--- src/rtl/aclk_time_counter.sv ---
// aclk_time_counter
// Current-time register for the alarm clock. Holds the time of day as four
// BCD digits (24-hour format, HH:MM). It advances one minute per one_minute
// strobe and accepts a validated parallel load from the keypad/set path.
//
// Ports:
//   clk          system clock
//   reset        asynchronous, active-high reset
//   one_minute   advance strobe; may be high on consecutive cycles
//   load_new_c   single-cycle request to load new_*
//   new_ms_hr    BCD tens-of-hours to load
//   new_ls_hr    BCD units-of-hours to load
//   new_ms_min   BCD tens-of-minutes to load
//   new_ls_min   BCD units-of-minutes to load
//   ms_hr        current tens-of-hours (registered)
//   ls_hr        current units-of-hours (registered)
//   ms_min       current tens-of-minutes (registered)
//   ls_min       current units-of-minutes (registered)
//   day_tick     one-cycle pulse on the 23:59 -> 00:00 rollover
//   load_err     one-cycle pulse when a load request is rejected
module aclk_time_counter #(
  parameter logic [7:0] RESET_HOURS   = 8'h00,
  parameter logic [7:0] RESET_MINUTES = 8'h00
) (
  input  logic       clk,
  input  logic       reset,
  input  logic       one_minute,
  input  logic       load_new_c,
  input  logic [3:0] new_ms_hr,
  input  logic [3:0] new_ls_hr,
  input  logic [3:0] new_ms_min,
  input  logic [3:0] new_ls_min,
  output logic [3:0] ms_hr,
  output logic [3:0] ls_hr,
  output logic [3:0] ms_min,
  output logic [3:0] ls_min,
  output logic       day_tick,
  output logic       load_err
);

  logic [3:0] r_msHr;
  logic [3:0] r_lsHr;
  logic [3:0] r_msMin;
  logic [3:0] r_lsMin;
  logic       r_dayTick;
  logic       r_loadErr;

  logic [3:0] w_incMsHr;
  logic [3:0] w_incLsHr;
  logic [3:0] w_incMsMin;
  logic [3:0] w_incLsMin;
  logic       w_dayWrap;
  logic       w_loadLegal;

  // Next time of day after one BCD minute increment. The carry ripples
  // ls_min -> ms_min -> hours. Hours wrap to 00 only from 23, which also
  // flags the day rollover.
  always_comb begin
    w_incMsHr  = r_msHr;
    w_incLsHr  = r_lsHr;
    w_incMsMin = r_msMin;
    w_incLsMin = r_lsMin + 4'd1;
    w_dayWrap  = 1'b0;
    if (r_lsMin == 4'd9) begin
      w_incLsMin = 4'd0;
      if (r_msMin == 4'd5) begin
        w_incMsMin = 4'd0;
        if ((r_msHr == 4'd2) && (r_lsHr == 4'd3)) begin
          w_incMsHr = 4'd0;
          w_incLsHr = 4'd0;
          w_dayWrap = 1'b1;
        end else if (r_lsHr == 4'd9) begin
          w_incLsHr = 4'd0;
          w_incMsHr = r_msHr + 4'd1;
        end else begin
          w_incLsHr = r_lsHr + 4'd1;
        end
      end else begin
        w_incMsMin = r_msMin + 4'd1;
      end
    end
  end

  // A load is accepted only if every digit is a legal BCD digit and the hour
  // lies in 00-23. This keeps the counter inside the legal set.
  assign w_loadLegal = (new_ms_hr <= 4'd2) &&
                       (new_ls_hr <= 4'd9) &&
                       !((new_ms_hr == 4'd2) && (new_ls_hr > 4'd3)) &&
                       (new_ms_min <= 4'd5) &&
                       (new_ls_min <= 4'd9);

  // Time register. A load takes priority over the strobe, and a strobe that
  // coincides with a load is dropped. The pulse outputs default low on every
  // edge, so each pulse lasts a single cycle.
  always_ff @(posedge clk or posedge reset) begin
    if (reset) begin
      r_msHr    <= RESET_HOURS[7:4];
      r_lsHr    <= RESET_HOURS[3:0];
      r_msMin   <= RESET_MINUTES[7:4];
      r_lsMin   <= RESET_MINUTES[3:0];
      r_dayTick <= 1'b0;
      r_loadErr <= 1'b0;
    end else begin
      r_dayTick <= 1'b0;
      r_loadErr <= 1'b0;
      if (load_new_c) begin
        if (w_loadLegal) begin
          r_msHr  <= new_ms_hr;
          r_lsHr  <= new_ls_hr;
          r_msMin <= new_ms_min;
          r_lsMin <= new_ls_min;
        end else begin
          r_loadErr <= 1'b1;
        end
      end else if (one_minute) begin
        r_msHr    <= w_incMsHr;
        r_lsHr    <= w_incLsHr;
        r_msMin   <= w_incMsMin;
        r_lsMin   <= w_incLsMin;
        r_dayTick <= w_dayWrap;
      end
    end
  end

  assign ms_hr    = r_msHr;
  assign ls_hr    = r_lsHr;
  assign ms_min   = r_msMin;
  assign ls_min   = r_lsMin;
  assign day_tick = r_dayTick;
  assign load_err = r_loadErr;

endmodule

--- config.mk ---
export PLATFORM = sky130hd
export DESIGN_NAME = aclk_time_counter
export DESIGN_NICKNAME = d
export VERILOG_FILES = /design/src/rtl/aclk_time_counter.sv
export SDC_FILE = /design/constraint.sdc
export NUM_CORES = 1
export LEC_CHECK = 0
export BUFFER_PORTS_ARGS = -buffer_cell sky130_fd_sc_hd__buf_2
export CORE_UTILIZATION = 54
export CTS_CLUSTER_DIAMETER = 200
export CTS_CLUSTER_SIZE = 24
export DETAILED_ROUTE_END_ITERATION = 10
export GPL_TIMING_DRIVEN = 0
export PLACE_DENSITY = 0.84
export SLEW_MARGIN = 5
export SYNTH_ARGS = -nofsm -noshare
export SYNTH_HDL_FRONTEND = slang
export SYNTH_SLANG_ARGS = --single-unit
export TNS_END_PERCENT = 100
--- constraint.sdc ---
create_clock -name clk -period 6.4 [get_ports clk]
set_clock_uncertainty 0.2 [all_clocks]
set_input_delay 0.32 -clock clk [delete_from_list [all_inputs] [get_ports clk]]
set_output_delay 0.32 -clock clk [all_outputs]
set_load 0.01 [all_outputs]
==> results of run 1 <==
[synthesized netlist by cell type, types with 3 or more instances]
master / instances / area (µm²)
nand3_1: 3 / 15.0
dfrtp_1: 18 / 450
ha_1: 4 / 50.1
o21ai_0: 7 / 35.0
and3_1: 4 / 25.0
nand2_1: 14 / 52.6
a2bb2oi_1: 3 / 26.3
o21ai_1: 10 / 50.1
nor2b_1: 5 / 31.3
a21oi_1: 6 / 30.0
inv_1: 8 / 30.0
nor3_1: 3 / 15.0
nor2_1: 8 / 30.0
a31oi_1: 5 / 31.3
[power by group]
part           switching [mW]  total [mW]  leakage, nW  internal (mW)
combinational           0.105       0.204        0.449         0.0997
clock                  0.0350      0.0569       0.0138         0.0219
sequential             0.0579       0.209        0.215          0.151
[cell families after synthesis]
kind of cell / after synthesis / synth area share
xor+xnor: 1 / 0.00724
fa+ha+maj: 4 / 0.0414
flops: 18 / 0.372
buf+inv: 12 / 0.0434
compound gates: 47 / 0.282
simple gates: 51 / 0.232
mux: 2 / 0.0217
[critical path, stage by stage (launching register included)]
cell,delay (ns)
dfrtp_1,0.46
inv_1,0.07
ha_1,0.18
nor4b_1,0.15
and3_1,0.24
a311oi_1,0.68
or2_4,0.26
o21ai_1,0.08
[sequential cells by signal, summed over array words and instances, names as in the netlist]
name,flops
load_err,1
ms_hr,4
ls_hr,4
ms_min,4
day_tick,1
ls_min,4
[layout by cell type (no fill, tap or decap), drive strengths merged, types with 2 or more instances in the layout]
cell type	instances
buf	38
inv	9
a21oi	6
o221a	2
ha	4
nor3	4
nand3	3
mux2	2
nor4b	2
and3	4
o22a	2
a2bb2oi	3
nor2b	5
or2	2
clkbuf	5
nor2	8
a31oi	5
a22oi	2
dfrtp	18
o22ai	2
nand2	14
nand2b	2
o21ai	17
[layer usage]
layer / up-vias / routed length, µm / GRT usage
li1: 586 / - / -
met1: 557 / 1310 / 0.341
met2: 40 / 1390 / 0.427
met3: 3 / 136 / 0.0498
met4: 0 / 17 / 0.0686
met5: - / 0 / 0
[cell type report]
cell class                 instances  area [µm²]
multi-input combinational        105         707
sequential                        18         450
clock buffer                       3        22.5
tap                               27        33.8
fill                             170         581
timing repair buffer              38         195
inverter                           9        33.8
buffer                             3        18.8
[final timing paths]
| kind | end | slack [ns] | depth (start not counted) |
|---|---|---|---|
| worst min-delay path | ms_min[1]$_DFFE_PP0P_ | 0.07 | 3 |
| max in group asynchronous | ms_hr[1]$_DFFE_PP0P_ | 5.12 | 3 |
| worst min register to register | ms_hr[3]$_DFFE_PP0P_ | 0.37 | 1 |
| min in group asynchronous | load_err$_DFF_PP0_ | 0.45 | 3 |
| worst max-delay path | ms_hr[2]$_DFFE_PP0P_ | 3.95 | 7 |
| worst max register to register | ms_hr[2]$_DFFE_PP0P_ | 3.95 | 7 |
==> impl_results.md, run 1 <==
- Slew Viols, Final: 0
- Rows: 16
- Initial Util: 0.593
- Vias in the first global route: 1088
- Mean area per synthesized cell: about 9.0 µm²
- Post-synth EDFFs: 0
- DRC viols: 0
- Non-filler cells, final: approximately 200
- Max Fclk: between 400 and 500 MHz
- Tmin final: roughly 2.5 ns
- Placer Congestion: ~0.86
- Worst slew pin tran: 0.792 ns
- Final Hold Violating Endpoints: 0
- Root Buffer: clkbuf_4
- Clk_lat worst skew: 0.30 ns
- # setup viols final: 0
- Die width: ~50 µm
- Finished Cell Area: between 0.001 and 0.0015 mm²
- Setup repair bufs after CTS: 0
- Dpl hpwl: ~2200 µm
- Synth-to-Final Area Change: 20.8%
- Critical Path RT: between 6 and 7 ns
- Post-DR wirelength/cell: about 14 µm
- Port bufs: 37
- Cts hold-fix bufs: 1
- Post-layout nets: 202
- Post-place instance area: roughly 0.0014 mm²
- Setup TNS: 0 ns
- Share of async-settable or async-resettable flops after synthesis: 1.00
- Yosys warning count: 0
- Crit path kind: flop to flop
- IO Count: 38
- Post-synthesis net count: 159
- Hold Slack: ~0.074 ns
- Core Footprint: approximately 0.002 mm²
- Yosys reg bits: 18
- Total Die Area: around 0.0024 mm²
- Netlist cell types: 45
- Via Count: about 1.2k
- Total power: between 0.4 and 0.5 mW
- Tcrit/Tclk final: 0.383
- Worst-path clk slew: about 0.10 ns
- Mapped cell area: about 0.0012 mm²
- First-pass DRT Iterations: 5
- Startpoint types: flop
- Worst endpoint data arrival time: roughly 2.4 ns
- Worst Setup SP: ms_hr[0]$_DFFE_PP0P_
- Register area share after synthesis: 0.372
- Total CTS buffers: 3
- Core Util, Final: 0.716
- Antenna Cells: 0
- Chip Height: 49.3 µm
- Vias/cell: ~5.8
- Status: complete, no violations
- Crit path capture type: flop
- Max Cap Viol: 0
- CTS Sinks: 18
- Synth Instances: roughly 140
- Worst Path Max Fanout: 7
- Remaining global-route overflow: 0
- Htree depth: 1
- Hold WC Path Type: input port to flop
- Dominant synthesized flop cell: dfrtp_1
- Layout cell share with drive strength beyond 1: 0.284
- Final WL: between 2000 and 3000 µm
- Placed Cells: slightly below 200
- Initial DRC count: 44
- GRT Util Overall: 0.257
- First-pass GRT wire length: about 4800 µm
- Maximum vdd drop: between 200 and 250 µV
- Hold Startpoint: new_ms_min[1]
- Worst-case clock buffer depth: 2
- Post-route ant nets: 0
- R2R Path Start: ms_hr[0]$_DFFE_PP0P_
- Power per cell area: between 300 and 400 mW/mm²
- CTS resizes: 0
- Slew HR: 0.468
- Largest net degree at the start of global routing: 19
- Setup WS pre-CTS: roughly 4 ns
- Setup ws final: a little under 4 ns
- Antenna violations before repair: 0
- CTS tree: done
- RSZ-0062 raised after global routing: no
- Leakage: about 0.68 nW
Power figures use the tool's default switching activity.
==> run 2, diff against run 1 <==
- ABC_AREA: unset -> 1
- CORE_UTILIZATION: 54 -> 51
- PLACE_DENSITY: 0.84 -> 0.79
- clock period: 6.4 -> 2.26 ns (I/O delays scaled with it)
==> impl_results.md, run 2 <==
- Status: complete, but fails checks
- Failing checks: negative hold slack
- Setup ws final: 0.542 ns
- Mean area per synthesized cell: between 6 and 7 µm²
- Worst Setup SP: ls_min[1]$_DFFE_PP0P_
- FF-to-FF setup slack: 0.54 ns
- Post-synth EDFFs: 0
- Chip Height: about 52 µm
- Post-place instance area: between 0.001 and 0.0015 mm²
- Worst Path Max Fanout: 4
- Port bufs: 37
- Vias/cell: 5.18
- Count leader, synth: nand2_1
- Synth-to-Final Area Change: 29.4%
- Leakage: about 0.91 nW
- Yosys reg bits: 18
- CTS Sinks: 18
- Critical Path End: ms_hr[1]$_DFFE_PP0P_
- Share of async-settable or async-resettable flops after synthesis: 1.00
- Via Count: 1377
- Largest net degree at the start of global routing: 19
- Slew HR: 0.532
- Core Util, Final: 0.721
- First-pass DRT Iterations: 4
- Critical Path RT: between 2 and 2.5 ns
- Most frequent cells in the layout: nand2_1 (62), buf_2 (40), inv_1 (21), dfrtp_1 (18), o21ai_0 (16)
- Post-synth top area share: 0.355
- Yosys warning count: 0
- Cells on worst reg2reg path: 7
- Crit path capture type: flop
- RSZ-0062 raised after global routing: no
- Crit path kind: flop to flop
- GRT Util Overall: 0.284
- Setup WS pre-CTS: about 0.57 ns
- Dpl hpwl: around 2400 µm
- IO Count: 38
- DRC viols: 0
- Post-synthesis net count: between 200 and 250
- Post-route ant nets: 0
- Tcrit/Tclk final: 0.760
- Final WL: 3220 µm
- Vias in the first global route: ~1.3k
- Worst-path clk slew: 0.10 ns
- First-pass GRT wire length: ~5600 µm
- Yosys top cell by area: dfrtp_1
- Worst-case clock buffer depth: 2
- Post-layout nets: ~260
- Total power: 1.19 mW
- Finished Cell Area: about 0.0016 mm²
- Slew Viols, Final: 0
- Top cells by area, synth: dfrtp_1 (36%), nand2_1 (18%), o21ai_0 (6.3%), inv_1 (6.2%), nand3_1 (5.5%)
- Maximum vdd drop: ~560 µV
- Total Die Area: ~0.0027 mm²
- Core Footprint: 0.00228 mm²
- Post-DR wirelength/cell: roughly 12 µm
- Netlist cell types: 24
- Remaining global-route overflow: 0
- Most frequent cells after synthesis: nand2_1 (62), inv_1 (21), dfrtp_1 (18), o21ai_0 (16)
- Max Fclk: 582 MHz
- Hold WC Path Type: input port to flop
- Placer Congestion: ~0.9
- Register area share after synthesis: 0.355
- Cts hold-fix bufs: 13
- Worst slew pin tran: around 0.7 ns
- Startpoint types: flop
- Mapped cell area: between 0.001 and 0.0015 mm²
- CTS resizes: 0
- Initial Util: 0.557
- Reg2reg end: ms_hr[1]$_DFFE_PP0P_
- Most common cell after layout, fill and taps aside: nand2_1
- Setup repair bufs after CTS: 0
- Layout cell share with drive strength beyond 1: 0.231
- Power per cell area: approximately 720 mW/mm²
- Tmin final: 1.72 ns
- Worst endpoint data arrival time: 1.71 ns
- Clk_lat worst skew: 0.29 ns
- Dominant synthesized flop cell: dfrtp_1
- Synth Instances: between 150 and 200
- # setup viols final: 0
- Die width: between 50 and 60 µm
- Htree depth: 1
- Rows: 17
- Hold Slack: -0.00112 ns
- CTS tree: done
- Total CTS buffers: 3
- Setup TNS: 0 ns
- Initial DRC count: 30
- Max Cap Viol: 0
- R2R Path Start: ls_min[1]$_DFFE_PP0P_
- Antenna Cells: 0
- Antenna violations before repair: 0
- Root Buffer: clkbuf_4
- Final Hold Violating Endpoints: 1
[run 2: cell count changes in the layout (fill, tap and decap cells not counted), sizes merged, moves of 8 or more]
| cell | before | now |
|---|---|---|
| nand3 | 3 | 16 |
| dlygate4sd3 | 1 | 13 |
| nor2 | 8 | 16 |
| nand2 | 14 | 66 |
| inv | 9 | 22 |
[run 2: how the worst min path moves through the flow]
| stage | slack, ns | from | end | depth (start not counted) |
|---|---|---|---|---|
| after floorplan | -0.15 | reset | day_tick$_DFF_PP0_ | 1 |
| after global placement | 0.04 | reset | ls_min[1]$_DFFE_PP0P_ | 2 |
| after detailed placement | 0.06 | reset | ms_min[3]$_DFFE_PP0P_ | 2 |
| after CTS | 0.004 | new_ms_hr[1] | ms_hr[1]$_DFFE_PP0P_ | 5 |
| after global routing | 0.004 | new_ms_hr[3] | ms_hr[3]$_DFFE_PP0P_ | 5 |
| final | -0.001 | new_ms_hr[1] | ms_hr[1]$_DFFE_PP0P_ | 5 |
[run 2: power breakdown]
part	internal, mW	switching (mW)
clock network	0.0621	0.0972
logic	0.213	0.292
registers	0.403	0.118
total	0.679	0.508
[run 2: cell type report]
class | count | area, µm²
Multi-Input combinational cell | 141 | 706
Timing Repair Buffer | 50 | 315
Tap cell | 28 | 35.0
Clock buffer | 3 | 22.5
Sequential cell | 18 | 450
Inverter | 22 | 82.6
Buffer | 4 | 30.0
Fill cell | 197 | 634
[run 2: metrics by stage]
stage	instances	hold slack [ns]
2_1_floorplan	185	-0.148
3_3_place_gp	250	0.0374
3_5_place_dp	250	0.0574
4_1_cts	266	0.00402
5_1_grt	266	0.00376
6_report	266	-0.00112
[run 2: routing by layer]
| metal | share of wire | up-vias | GRT usage | wire length [µm] |
|---|---|---|---|---|
| met2 | 0.47 | 57 | 0.472 | 1510 |
| li1 | - | 701 | - | - |
| met1 | 0.46 | 610 | 0.369 | 1480 |
| met3 | 0.051 | 9 | 0.0351 | 163 |
| met5 | 0 | - | 0 | 0 |
| met4 | 0.019 | 0 | 0.113 | 61 |
[run 2: cells by family (layout without fill, tap and decap cells)]
| group | after synthesis | after routing | synth area share |
|---|---|---|---|
| adders and majority gates | 4 | 4 | 0.0394 |
| AOI/OAI and AO/OA | 25 | 25 | 0.105 |
| DFF | 18 | 18 | 0.355 |
| and+or+nand+nor | 107 | 107 | 0.378 |
| xor gates and xnor gates | 5 | 5 | 0.0345 |
| buffers and inverters | 26 | 79 | 0.0888 |
[run 2: worst max-delay path: stages (launching register included)]
cell and delay, ns:
dfrtp_1 0.43, inv_1 0.09, ha_1 0.14, nand3_1 0.17, o21ai_0 0.21, nand4_1 0.21, nand2_1 0.11, nand2_1 0.06
==> run 3, diff against run 2 <==
- clock period: 2.26 -> 1.63 ns (I/O delays scaled with it)
==> impl_results.md, run 3 (synthesis gave the netlist of run 2 again) <==
- Part of the power in combinational logic: 0.489
- Sequential cell area: 453 µm²
- First-pass DRT Iterations: 4
- Via Count: between 1.5k and 2k
- Crit path kind: input port to flop
- Most frequent cells in the layout: nand2_1 (60), buf_2 (39), inv_1 (19), dlygate4sd3_1 (18), dfrtp_1 (16)
- Non-filler cells, final: 285
- Placer Congestion: roughly 0.9
- Power per cell area: approximately 1000 mW/mm²
- Hold WC Path Type: input port to flop
- Worst endpoint data arrival time: roughly 1.7 ns
- Layout cell share with drive strength beyond 1: 0.315
- Largest net degree at the start of global routing: 19
- Maximum vdd drop: just over 800 µV
- Sw frac: 0.427
- Core Footprint: 0.00228 mm²
- Port bufs: 37
- Delay-heaviest family, CP: simple AND/OR/NAND/NOR gates
- Antenna Cells: 0
- Post-place instance area: between 0.001 and 0.0015 mm²
- Flop pwr share: 0.388
- Final Hold Violating Endpoints: 0
- Max Cap Viol: 0
- Footprint of the multi-input gates: roughly 750 µm²
- Final WL: between 3000 and 4000 µm
- Max Fclk: just under 600 MHz
- Worst Path Max Fanout: 4
- Clk_lat worst skew: 0.30 ns
- Failing checks: negative setup slack
- Status: complete, but fails checks
- Crit path top cell by count: nand2_1
- Placed Cells: 250
- Synth-to-Final Area Change: 47.3%
- Tmin final: between 1.5 and 2 ns
- Remaining global-route overflow: 0
- WP buf/inv: 2
- Worst slew pin tran: 0.707 ns
- Htree depth: 1
- Vias in the first global route: ~1.3k
- Slew HR: 0.528
- Psw: between 0.7 and 0.8 mW
- Leakage: about 1.0 nW
- Startpoint types: input port
- Root Buffer: clkbuf_4
- RSZ-0062 raised after global routing: yes
- Filler instances: 143
- Clock power share: 0.123
- Total power: around 1.8 mW
- Setup ws final: -0.101 ns
- First-pass GRT wire length: 5720 µm
- Initial DRC count: 70
- Total Die Area: about 0.0027 mm²
- Initial Util: 0.557
- Post-layout nets: around 280
- Critical-path cell list: dlygate4sd3_1 > buf_2 > nor2_1 > nand3_1 > nor2_2 > nand2_1 > nand2_1 > nand4_1 > nand2_1 > nand2_1
- Vias/cell: 5.49
- DRC viols: 0
- Antenna violations before repair: 0
- Dpl hpwl: ~2400 µm
- Crit path capture type: flop
- CTS Sinks: 18
- Tcrit/Tclk final: 1.06
- Setup WS pre-CTS: -0.0626 ns
- Internal power: between 1 and 1.5 mW
- Critical Path RT: 1.63 ns
- GRT Util Overall: 0.289
- Chip Height: 51.9 µm
- Post-DR wirelength/cell: ~14 µm
- Max stage delay on crit path: 0.53 ns
- Total CTS buffers: 3
- IO Count: 38
- Worst-path clk slew: 0.10 ns
- Slowest stage cell, crit path: dlygate4sd3_1
- Post-route ant nets: 0
- # setup viols final: 16
- Die width: between 50 and 60 µm
- Finished Cell Area: 0.00187 mm²
- Slew Viols, Final: 0
- Most common cell after layout, fill and taps aside: nand2_1
- CTS tree: done
- Rows: 17
- Worst-case clock buffer depth: 2
run 3: changes by cell type in the layout (fill, tap and decap cells not counted), moves of 5 or more:
cell | previous run | this run
buf_4 | 0 | 13
o21ai_0 | 16 | 8
o21ai_1 | 2 | 9
dlygate4sd3_1 | 13 | 18
run 3: stage by stage:
step / utilization / hold slack, ns / setup TNS, ns
2_1_floorplan: - / -0.180 / 0
3_5_place_dp: 0.654 / 0.0259 / -0.356
3_3_place_gp: 0.654 / 0.00585 / -0.137
6_report: 0.821 / 0.00770 / -1.07
4_1_cts: 0.755 / 0.00117 / 0
5_1_grt: 0.821 / 0.0250 / -1.55
run 3: repair_timing:
item                                    CTS  global route
setup buffers                             3            11
hold buffers                             18             0
endpoints found under the setup margin   10            16
pin swaps                                 3            17
gates resized for setup                   2            22
gates cloned                              0             1
hold endpoints to repair                 35             0
run 3: area by class of cell:
type,count,share of cell area
repair buffers,69,0.264
inverters,22,0.0442
clock buffers,3,0.0120
well taps,28,0.0187
multi-input cells,141,0.402
flip-flops and latches,18,0.242
plain buffers,4,0.0161
run 3: per-layer routing:
layer | GRT usage | vias to the layer above | wire (µm)
li1 | - | 738 | -
met1 | 0.372 | 718 | 1590
met2 | 0.494 | 88 | 1940
met3 | 0.0322 | 21 | 260
met4 | 0.104 | 0 | 121
met5 | 0 | - | 0
run 3: final timing paths:
kind | to | from | slack [ns] | cells after the start
max in group asynchronous | ls_min[0]$_DFFE_PP0P_ | reset | 0.51 | 3
setup / recovery | ms_hr[0]$_DFFE_PP0P_ | new_ms_hr[2] | -0.10 | 10
hold / removal | day_tick$_DFF_PP0_ | load_new_c | 0.008 | 4
hold reg to reg | ms_hr[3]$_DFFE_PP0P_ | ms_hr[3]$_DFFE_PP0P_ | 0.30 | 2
setup reg to reg | ms_hr[2]$_DFFE_PP0P_ | ms_hr[0]$_DFFE_PP0P_ | 0.01 | 8
min in group asynchronous | ms_min[3]$_DFFE_PP0P_ | reset | 0.23 | 3
run 3: worst min-delay path, stage by stage:
cell     delay (ns)
buf_2          0.09
inv_2          0.08
nand2_1        0.13
nor4_1         0.08
run 3: power by group through the flow:
stage               clock network (mW)  registers [mW]  logic [mW]
global route                     0.246           0.732        1.02
global placement                     0           0.714       0.656
detailed placement                   0           0.726       0.675
floorplan                            0           0.751       0.398
CTS                              0.222           0.714       0.736
finish                           0.228           0.716       0.903
